`config.mk`:
```
export PLATFORM = sky130hd
export DESIGN_NAME = uart_rx
export DESIGN_NICKNAME = d
export VERILOG_FILES = /design/src/rtl/uart_pkg.sv /design/src/rtl/uart_rx_sync.sv /design/src/rtl/uart_rx.sv
export SDC_FILE = /design/constraint.sdc
export NUM_CORES = 1
export LEC_CHECK = 0
export ABC_AREA = 1
export BUFFER_PORTS_ARGS = -buffer_cell sky130_fd_sc_hd__buf_4
export CORE_MARGIN = 2
export CORE_UTILIZATION = 50
export CTS_CLUSTER_DIAMETER = 80
export DETAILED_ROUTE_END_ITERATION = 10
export MAX_ROUTING_LAYER = met4
export PLACE_DENSITY = 0.74
export SLEW_MARGIN = 10
export SYNTH_ARGS = -nofsm -noshare
export SYNTH_HDL_FRONTEND = slang
export SYNTH_HIERARCHICAL = 1
export SYNTH_SLANG_ARGS = --single-unit
```
`constraint.sdc`:
```
create_clock -name clk -period 2.01 [get_ports clk]
set_clock_uncertainty 0.15 [all_clocks]
set_input_delay 0.3015 -clock clk [delete_from_list [all_inputs] [get_ports clk]]
set_output_delay 0.3015 -clock clk [all_outputs]
set_load 0.1 [all_outputs]
```
`src/rtl/uart_pkg.sv`:
```
// Shared UART definitions: receiver states, frame configuration and data-length decode.
package uart_pkg;

  localparam int unsigned OVERSAMPLE_DEFAULT = 16;

  typedef enum logic [2:0] {
    RX_IDLE,
    RX_START,
    RX_DATA,
    RX_PARITY,
    RX_STOP
  } rx_state_e;

  typedef enum logic [1:0] {
    DBITS_5 = 2'b00,
    DBITS_6 = 2'b01,
    DBITS_7 = 2'b10,
    DBITS_8 = 2'b11
  } data_bits_e;

  typedef struct packed {
    logic [1:0] data_bits;
    logic       parity_en;
    logic       parity_odd;
    logic       stop_bits;
  } rx_cfg_t;

  function automatic logic [3:0] data_len(input logic [1:0] sel);
    case (data_bits_e'(sel))
      DBITS_5: return 4'd5;
      DBITS_6: return 4'd6;
      DBITS_7: return 4'd7;
      default: return 4'd8;
    endcase
  endfunction

endpackage

```
`src/rtl/uart_rx_sync.sv`:
```
// Two-flop synchroniser for the serial line plus a falling-edge strobe on the synchronised value.
module uart_rx_sync (
  input  logic clk,
  input  logic reset,
  input  logic rx_i,
  output logic rx_s,
  output logic fall_c
);

  logic [1:0] sync_q;
  logic       prev_q;

  // Flops reset to the idle-high line level so reset never fakes a start edge
  always_ff @(posedge clk) begin
    if (reset) begin
      sync_q <= 2'b11;
      prev_q <= 1'b1;
    end else begin
      sync_q <= {sync_q[0], rx_i};
      prev_q <= sync_q[1];
    end
  end

  assign rx_s   = sync_q[1];
  assign fall_c = prev_q & ~sync_q[1];

endmodule

```
`src/rtl/uart_rx.sv`:
```
// UART receiver: oversampled majority-vote bit recovery with run-time frame format and a valid/ready holding register.
module uart_rx
  import uart_pkg::*;
#(
  parameter int unsigned OVERSAMPLE = OVERSAMPLE_DEFAULT
) (
  input  logic       clk,
  input  logic       reset,
  input  logic       tick_rx_i,
  input  logic       rx_i,
  input  logic [1:0] data_bits_i,
  input  logic       parity_en_i,
  input  logic       parity_odd_i,
  input  logic       stop_bits_i,
  input  logic       rx_ready_i,
  output logic [7:0] rx_data_o,
  output logic       rx_valid_o,
  output logic       parity_err_o,
  output logic       frame_err_o,
  output logic       overrun_err_o
);

  localparam int unsigned SCNT_W = $clog2(OVERSAMPLE);
  localparam logic [SCNT_W-1:0] SMP0  = SCNT_W'(OVERSAMPLE / 2 - 1);
  localparam logic [SCNT_W-1:0] SMP1  = SCNT_W'(OVERSAMPLE / 2);
  localparam logic [SCNT_W-1:0] SMP2  = SCNT_W'(OVERSAMPLE / 2 + 1);
  localparam logic [SCNT_W-1:0] SLAST = SCNT_W'(OVERSAMPLE - 1);

  rx_state_e         state_q, state_d;
  rx_cfg_t           cfg_q;
  logic              rx_s, fall_c;
  logic              tick_q;
  logic [SCNT_W-1:0] scnt_q;
  logic [1:0]        samp_q;
  logic [2:0]        bit_idx_q;
  logic              stop_idx_q;
  logic [7:0]        shreg_q;
  logic              par_flag_q, frame_flag_q;

  logic tick_c, decide_c, wrap_c, maj_c, last_bit_c, final_stop_c;
  logic start_c, shift_c, next_bit_c, par_chk_c, stop_chk_c, next_stop_c, commit_c;

  uart_rx_sync u_sync (
    .clk    (clk),
    .reset  (reset),
    .rx_i   (rx_i),
    .rx_s   (rx_s),
    .fall_c (fall_c)
  );

  assign tick_c       = tick_q ^ tick_rx_i;
  assign decide_c     = tick_c && (scnt_q == SMP2);
  assign wrap_c       = tick_c && (scnt_q == SLAST);
  assign maj_c        = (samp_q[0] & samp_q[1]) | (samp_q[0] & rx_s) | (samp_q[1] & rx_s);
  assign last_bit_c   = bit_idx_q == 3'(data_len(cfg_q.data_bits) - 4'd1);
  assign final_stop_c = !cfg_q.stop_bits || stop_idx_q;

  always_ff @(posedge clk) begin
    if (reset) state_q <= RX_IDLE;
    else       state_q <= state_d;
  end

  // Next state and per-cycle datapath strobes
  always_comb begin
    state_d     = state_q;
    start_c     = 1'b0;
    shift_c     = 1'b0;
    next_bit_c  = 1'b0;
    par_chk_c   = 1'b0;
    stop_chk_c  = 1'b0;
    next_stop_c = 1'b0;
    commit_c    = 1'b0;
    case (state_q)
      RX_IDLE: begin
        if (fall_c) begin
          start_c = 1'b1;
          state_d = RX_START;
        end
      end
      RX_START: begin
        if (decide_c && maj_c) state_d = RX_IDLE;
        else if (wrap_c)       state_d = RX_DATA;
      end
      RX_DATA: begin
        shift_c = decide_c;
        if (wrap_c) begin
          if (last_bit_c) state_d = cfg_q.parity_en ? RX_PARITY : RX_STOP;
          else            next_bit_c = 1'b1;
        end
      end
      RX_PARITY: begin
        par_chk_c = decide_c;
        if (wrap_c) state_d = RX_STOP;
      end
      RX_STOP: begin
        stop_chk_c = decide_c;
        // The last stop bit commits at its decision point, freeing the line for the next start
        if (decide_c && final_stop_c) begin
          commit_c = 1'b1;
          state_d  = RX_IDLE;
        end else if (wrap_c) begin
          next_stop_c = 1'b1;
        end
      end
      default: state_d = RX_IDLE;
    endcase
  end

  always_ff @(posedge clk) begin
    if (reset) begin
      tick_q       <= 1'b0;
      scnt_q       <= '0;
      samp_q       <= '0;
      cfg_q        <= '0;
      bit_idx_q    <= '0;
      stop_idx_q   <= 1'b0;
      shreg_q      <= '0;
      par_flag_q   <= 1'b0;
      frame_flag_q <= 1'b0;
    end else begin
      tick_q <= tick_rx_i;
      if (start_c)     scnt_q <= '0;
      else if (tick_c) scnt_q <= (scnt_q == SLAST) ? '0 : scnt_q + SCNT_W'(1);
      if (tick_c && scnt_q == SMP0) samp_q[0] <= rx_s;
      if (tick_c && scnt_q == SMP1) samp_q[1] <= rx_s;
      if (start_c) begin
        cfg_q        <= '{data_bits: data_bits_i, parity_en: parity_en_i,
                          parity_odd: parity_odd_i, stop_bits: stop_bits_i};
        bit_idx_q    <= '0;
        stop_idx_q   <= 1'b0;
        shreg_q      <= '0;
        par_flag_q   <= 1'b0;
        frame_flag_q <= 1'b0;
      end
      if (shift_c)              shreg_q[bit_idx_q] <= maj_c;
      if (next_bit_c)           bit_idx_q <= bit_idx_q + 3'd1;
      if (par_chk_c)            par_flag_q <= maj_c ^ (^shreg_q) ^ cfg_q.parity_odd;
      if (stop_chk_c && !maj_c) frame_flag_q <= 1'b1;
      if (next_stop_c)          stop_idx_q <= 1'b1;
    end
  end

  // Holding register: a new frame overrides a same-cycle accept
  always_ff @(posedge clk) begin
    if (reset) begin
      rx_data_o     <= '0;
      rx_valid_o    <= 1'b0;
      parity_err_o  <= 1'b0;
      frame_err_o   <= 1'b0;
      overrun_err_o <= 1'b0;
    end else if (commit_c) begin
      rx_data_o     <= shreg_q;
      rx_valid_o    <= 1'b1;
      parity_err_o  <= par_flag_q;
      frame_err_o   <= frame_flag_q | ~maj_c;
      overrun_err_o <= rx_valid_o & ~rx_ready_i;
    end else if (rx_valid_o && rx_ready_i) begin
      rx_valid_o    <= 1'b0;
      parity_err_o  <= 1'b0;
      frame_err_o   <= 1'b0;
      overrun_err_o <= 1'b0;
    end
  end

endmodule
```
==> results.toml <==
[worst_setup_path]
r2r-end = "bit_idx_q[2]$_SDFFE_PP0P_"
cpPeakStageDelay_ns = 0.38
cp-startpoint = "scnt_q[0]$_SDFFE_PP0P_"
critPathSlowestCell = "dfxtp_1"
r2r_slack_ns = 0.31
endpoint = "bit_idx_q[2]$_SDFFE_PP0P_"
cp-start-kind = "register"
cp_max_fo = 6
crit_family = "simple AND/OR/NAND/NOR gates"
arrival_ns = 1.76
r2r_start = "scnt_q[0]$_SDFFE_PP0P_"
critPathRequiredTime_ns = 2.06
path_buf_inv = 1
path_class = "register to register"
r2r_cells = 7
critPathCaptureType = "register"
worst-path-stages = 7
crit_chain = "ha_1 -> inv_1 -> nor2_1 -> nand2_2 -> nand3b_1 -> nor3_1 -> nor3_2"

[pwr]
max-vdd-ir-drop_mv = 0.539
leakagePower_nw = 1.16
p_sw_share_pct = 29.5
power.total_w = 0.00207
p_sw_w = 0.000611
p_comb_share_pct = 18.9
clkPwrFrac_pct = 35.1
intPower_w = 0.00146
p_per_area_nw_per_um2 = 810
p_seq_share_pct = 46.0

[sta]
slew_violations = 0
rsz0062_at_grt = "false"
fin_crit_ns = 1.70
slew_headroom_pct = 76.6
hold_violations = 0
fmax_mhz = 587
setup_viol = 0
tightestPinTransition_ns = 0.351
final.setup.worst_slack_ns = 0.306
finalSetupTns_ns = 0
fin_crit_sh_pct = 84.8

[final_layout]
n_antenna_cell = 0
fin_cells = 394
seq_area_sq_um = 881
layout-drive-gt1-share_pct = 17.0
multi_input_area_sq_um = 1110
fin_util_pct = 59.1
syn2layout_area_growth_pct = 14.9
nFillCells = 440
nets = 355

[global_routing]
grt_pass1_vias = 1703
grt_usage_pct = 20.5
grt_pass1_wl_um = 7900
grt_antenna_before_repair = 0
grt_max_degree = 20
grt_overflow = 0

[detailed_routing]
vias = 1973
avgViaCountPerCell = 5.01
drt_iter0_drc = 101
avgRoutedWirePerCell_um = 11.7
drc = 0
wl_um = 4600
antenna_left = 0
dr.pass1.iters = 4

[worst_hold_path]
hold_path.class = "input pin to register"
holdPathStages = 3

[floorplanning]
chipHeight_um = 70.7
rows = 24
fp.coreArea_sq_um = 4320
fp.dieW_um = 70.7
dieArea_sq_um = 4990
initial_utilization_pct = 51.4
boundaryPins = 22

[synth]
synth_cells = 315
ys_ff_latch = 44
syn_area_per_cell_sq_um = 7.05
netlist_area_sq_um = 2220
synth_edf_count = 0
syn-num-nets = 329
yosysUniqueCellTypes = 34
seq_area_frac_synth_pct = 39.6
yosysTopAreaCell = "dfxtp_1"
yosysWarningCount = 6
ys.flop_type = "dfxtp_1"
yosysTopAreaCellShare_pct = 39.6
synth.area.top_cells = "dfxtp_1, nand2_1, inv_1, a21oi_1, o21ai_0"
async_flop_share_pct = 0

[clocking]
cts_max_path_buffers = 2
clk_latency_ns = 0.31
cts_tree = "built"
cts_buffers = 5
cts-root-buf = "clkbuf_8"
cts_htree_levels = 2
cts.sinks = 44
path_clk_slew_ns = 0.09
cts_resized = 0
hold_buffers = 0
postCtsSetupRepairBufs = 0

[placement]
dpl.hpwl_um = 3450
portBuffers = 21
dp_cells = 386
gp_congestion = 0.798
place_ws_ns = 0.308

[flow_run]
drv_cap = 0

[outcome]
status = "finished clean"
[flip-flops by register name (all words and copies together), names as in the netlist]
name / count
rx_valid_o: 1
u_sync/sync_q: 2
parity_err_o: 1
par_flag_q: 1
u_sync/prev_q: 1
rx_data_o: 8
frame_flag_q: 1
stop_idx_q: 1
shreg_q: 8
overrun_err_o: 1
bit_idx_q: 3
frame_err_o: 1
state_q: 3
scnt_q: 4
samp_q: 2
cfg_q: 5
tick_q: 1
[cell type report]
type                    instances  area share [%]
well taps                      52            2.55
inverters                      47            6.91
clock inverters                 2            1.52
multi-input cells             216            43.4
flip-flops and latches         44            34.5
clock buffers                   6            3.23
repair buffers                 27            7.94
[stage by stage]
step           hold WS, ns  area, sq um
2_1_floorplan        0.230         2220
3_3_place_gp         0.238         2430
3_5_place_dp         0.241         2430
4_1_cts             0.0177         2550
5_1_grt             0.0385         2550
6_report            0.0216         2550
[how the worst min path moves through the flow]
stage                                     start                          end  slack (ns)
finish                                     rx_i  u_sync/sync_q[0]$_SDFF_PP1_        0.02
global route                               rx_i  u_sync/sync_q[0]$_SDFF_PP1_        0.04
CTS                                        rx_i  u_sync/sync_q[0]$_SDFF_PP1_        0.02
detailed placement  u_sync/sync_q[0]$_SDFF_PP1_  u_sync/sync_q[1]$_SDFF_PP1_        0.24
global placement    u_sync/sync_q[0]$_SDFF_PP1_  u_sync/sync_q[1]$_SDFF_PP1_        0.24
floorplan           u_sync/sync_q[0]$_SDFF_PP1_  u_sync/sync_q[1]$_SDFF_PP1_        0.23
[power by group through the flow]
stage / clock (W) / sequential, W / combinational [W]
final: 0.000726 / 0.000951 / 0.000392
after global routing: 0.000768 / 0.000957 / 0.000454
after CTS: 0.000739 / 0.000952 / 0.000393
after detailed placement: 0 / 0.000973 / 0.000392
after global placement: 0 / 0.000970 / 0.000383
after floorplan: 0 / 0.000963 / 0.000312
[routing by layer]
layer	wire length, um	track usage, %
met5	0	-
met2	2170	32.3
met1	2220	26.4
met3	146	4.70
met4	57	6.29
[kinds of logic (layout without fill, tap and decap cells)]
group | after synthesis | count (layout) | share of synthesized area (%)
AND/OR/NAND/NOR | 150 | 150 | 32.9
AO/OA/AOI/OAI | 61 | 61 | 14.3
buffers and inverters | 55 | 82 | 10.5
flip-flops | 44 | 44 | 39.6
adder cells (fa/ha/maj) | 4 | 4 | 2.25
XOR/XNOR | 1 | 1 | 0.394
[worst register-to-register path, stage by stage, from the launching register on]
cell      delay (ns)
dfxtp_1         0.38
ha_1            0.19
inv_1           0.06
nor2_1          0.15
nand2_2         0.12
nand3b_1        0.26
nor3_1          0.23
nor3_2          0.07
[placed cells by master, fill, tap and decap left out, types with 2 or more instances in the layout]
cell type	netlist	layout
nand2_2	7	7
nor2_4	2	2
nor2_8	2	2
ha_1	4	4
inv_1	44	44
nand2_1	76	76
o21ai_0	24	24
a21oi_1	30	30
nand4_1	2	2
nand3_2	2	2
nor3_1	6	6
nor3_2	3	3
clkbuf_8	1	6
buf_4	0	27
dfxtp_1	44	44
o21ai_1	2	2
nor2_1	26	26
nor2_2	2	2
nand3_1	17	17
inv_2	2	2
[synthesized netlist by cell type (all sizes together) (2+ instances only)]
library cell and count:
clkbuf 4, nor2 32, nand2 83, buf 4, ha 4, nand4 2
o21ai 26, dfxtp 44, nand3 20, nor3 9, inv 46, a21oi 30
Note: power is estimated with default switching activity, not from simulation.
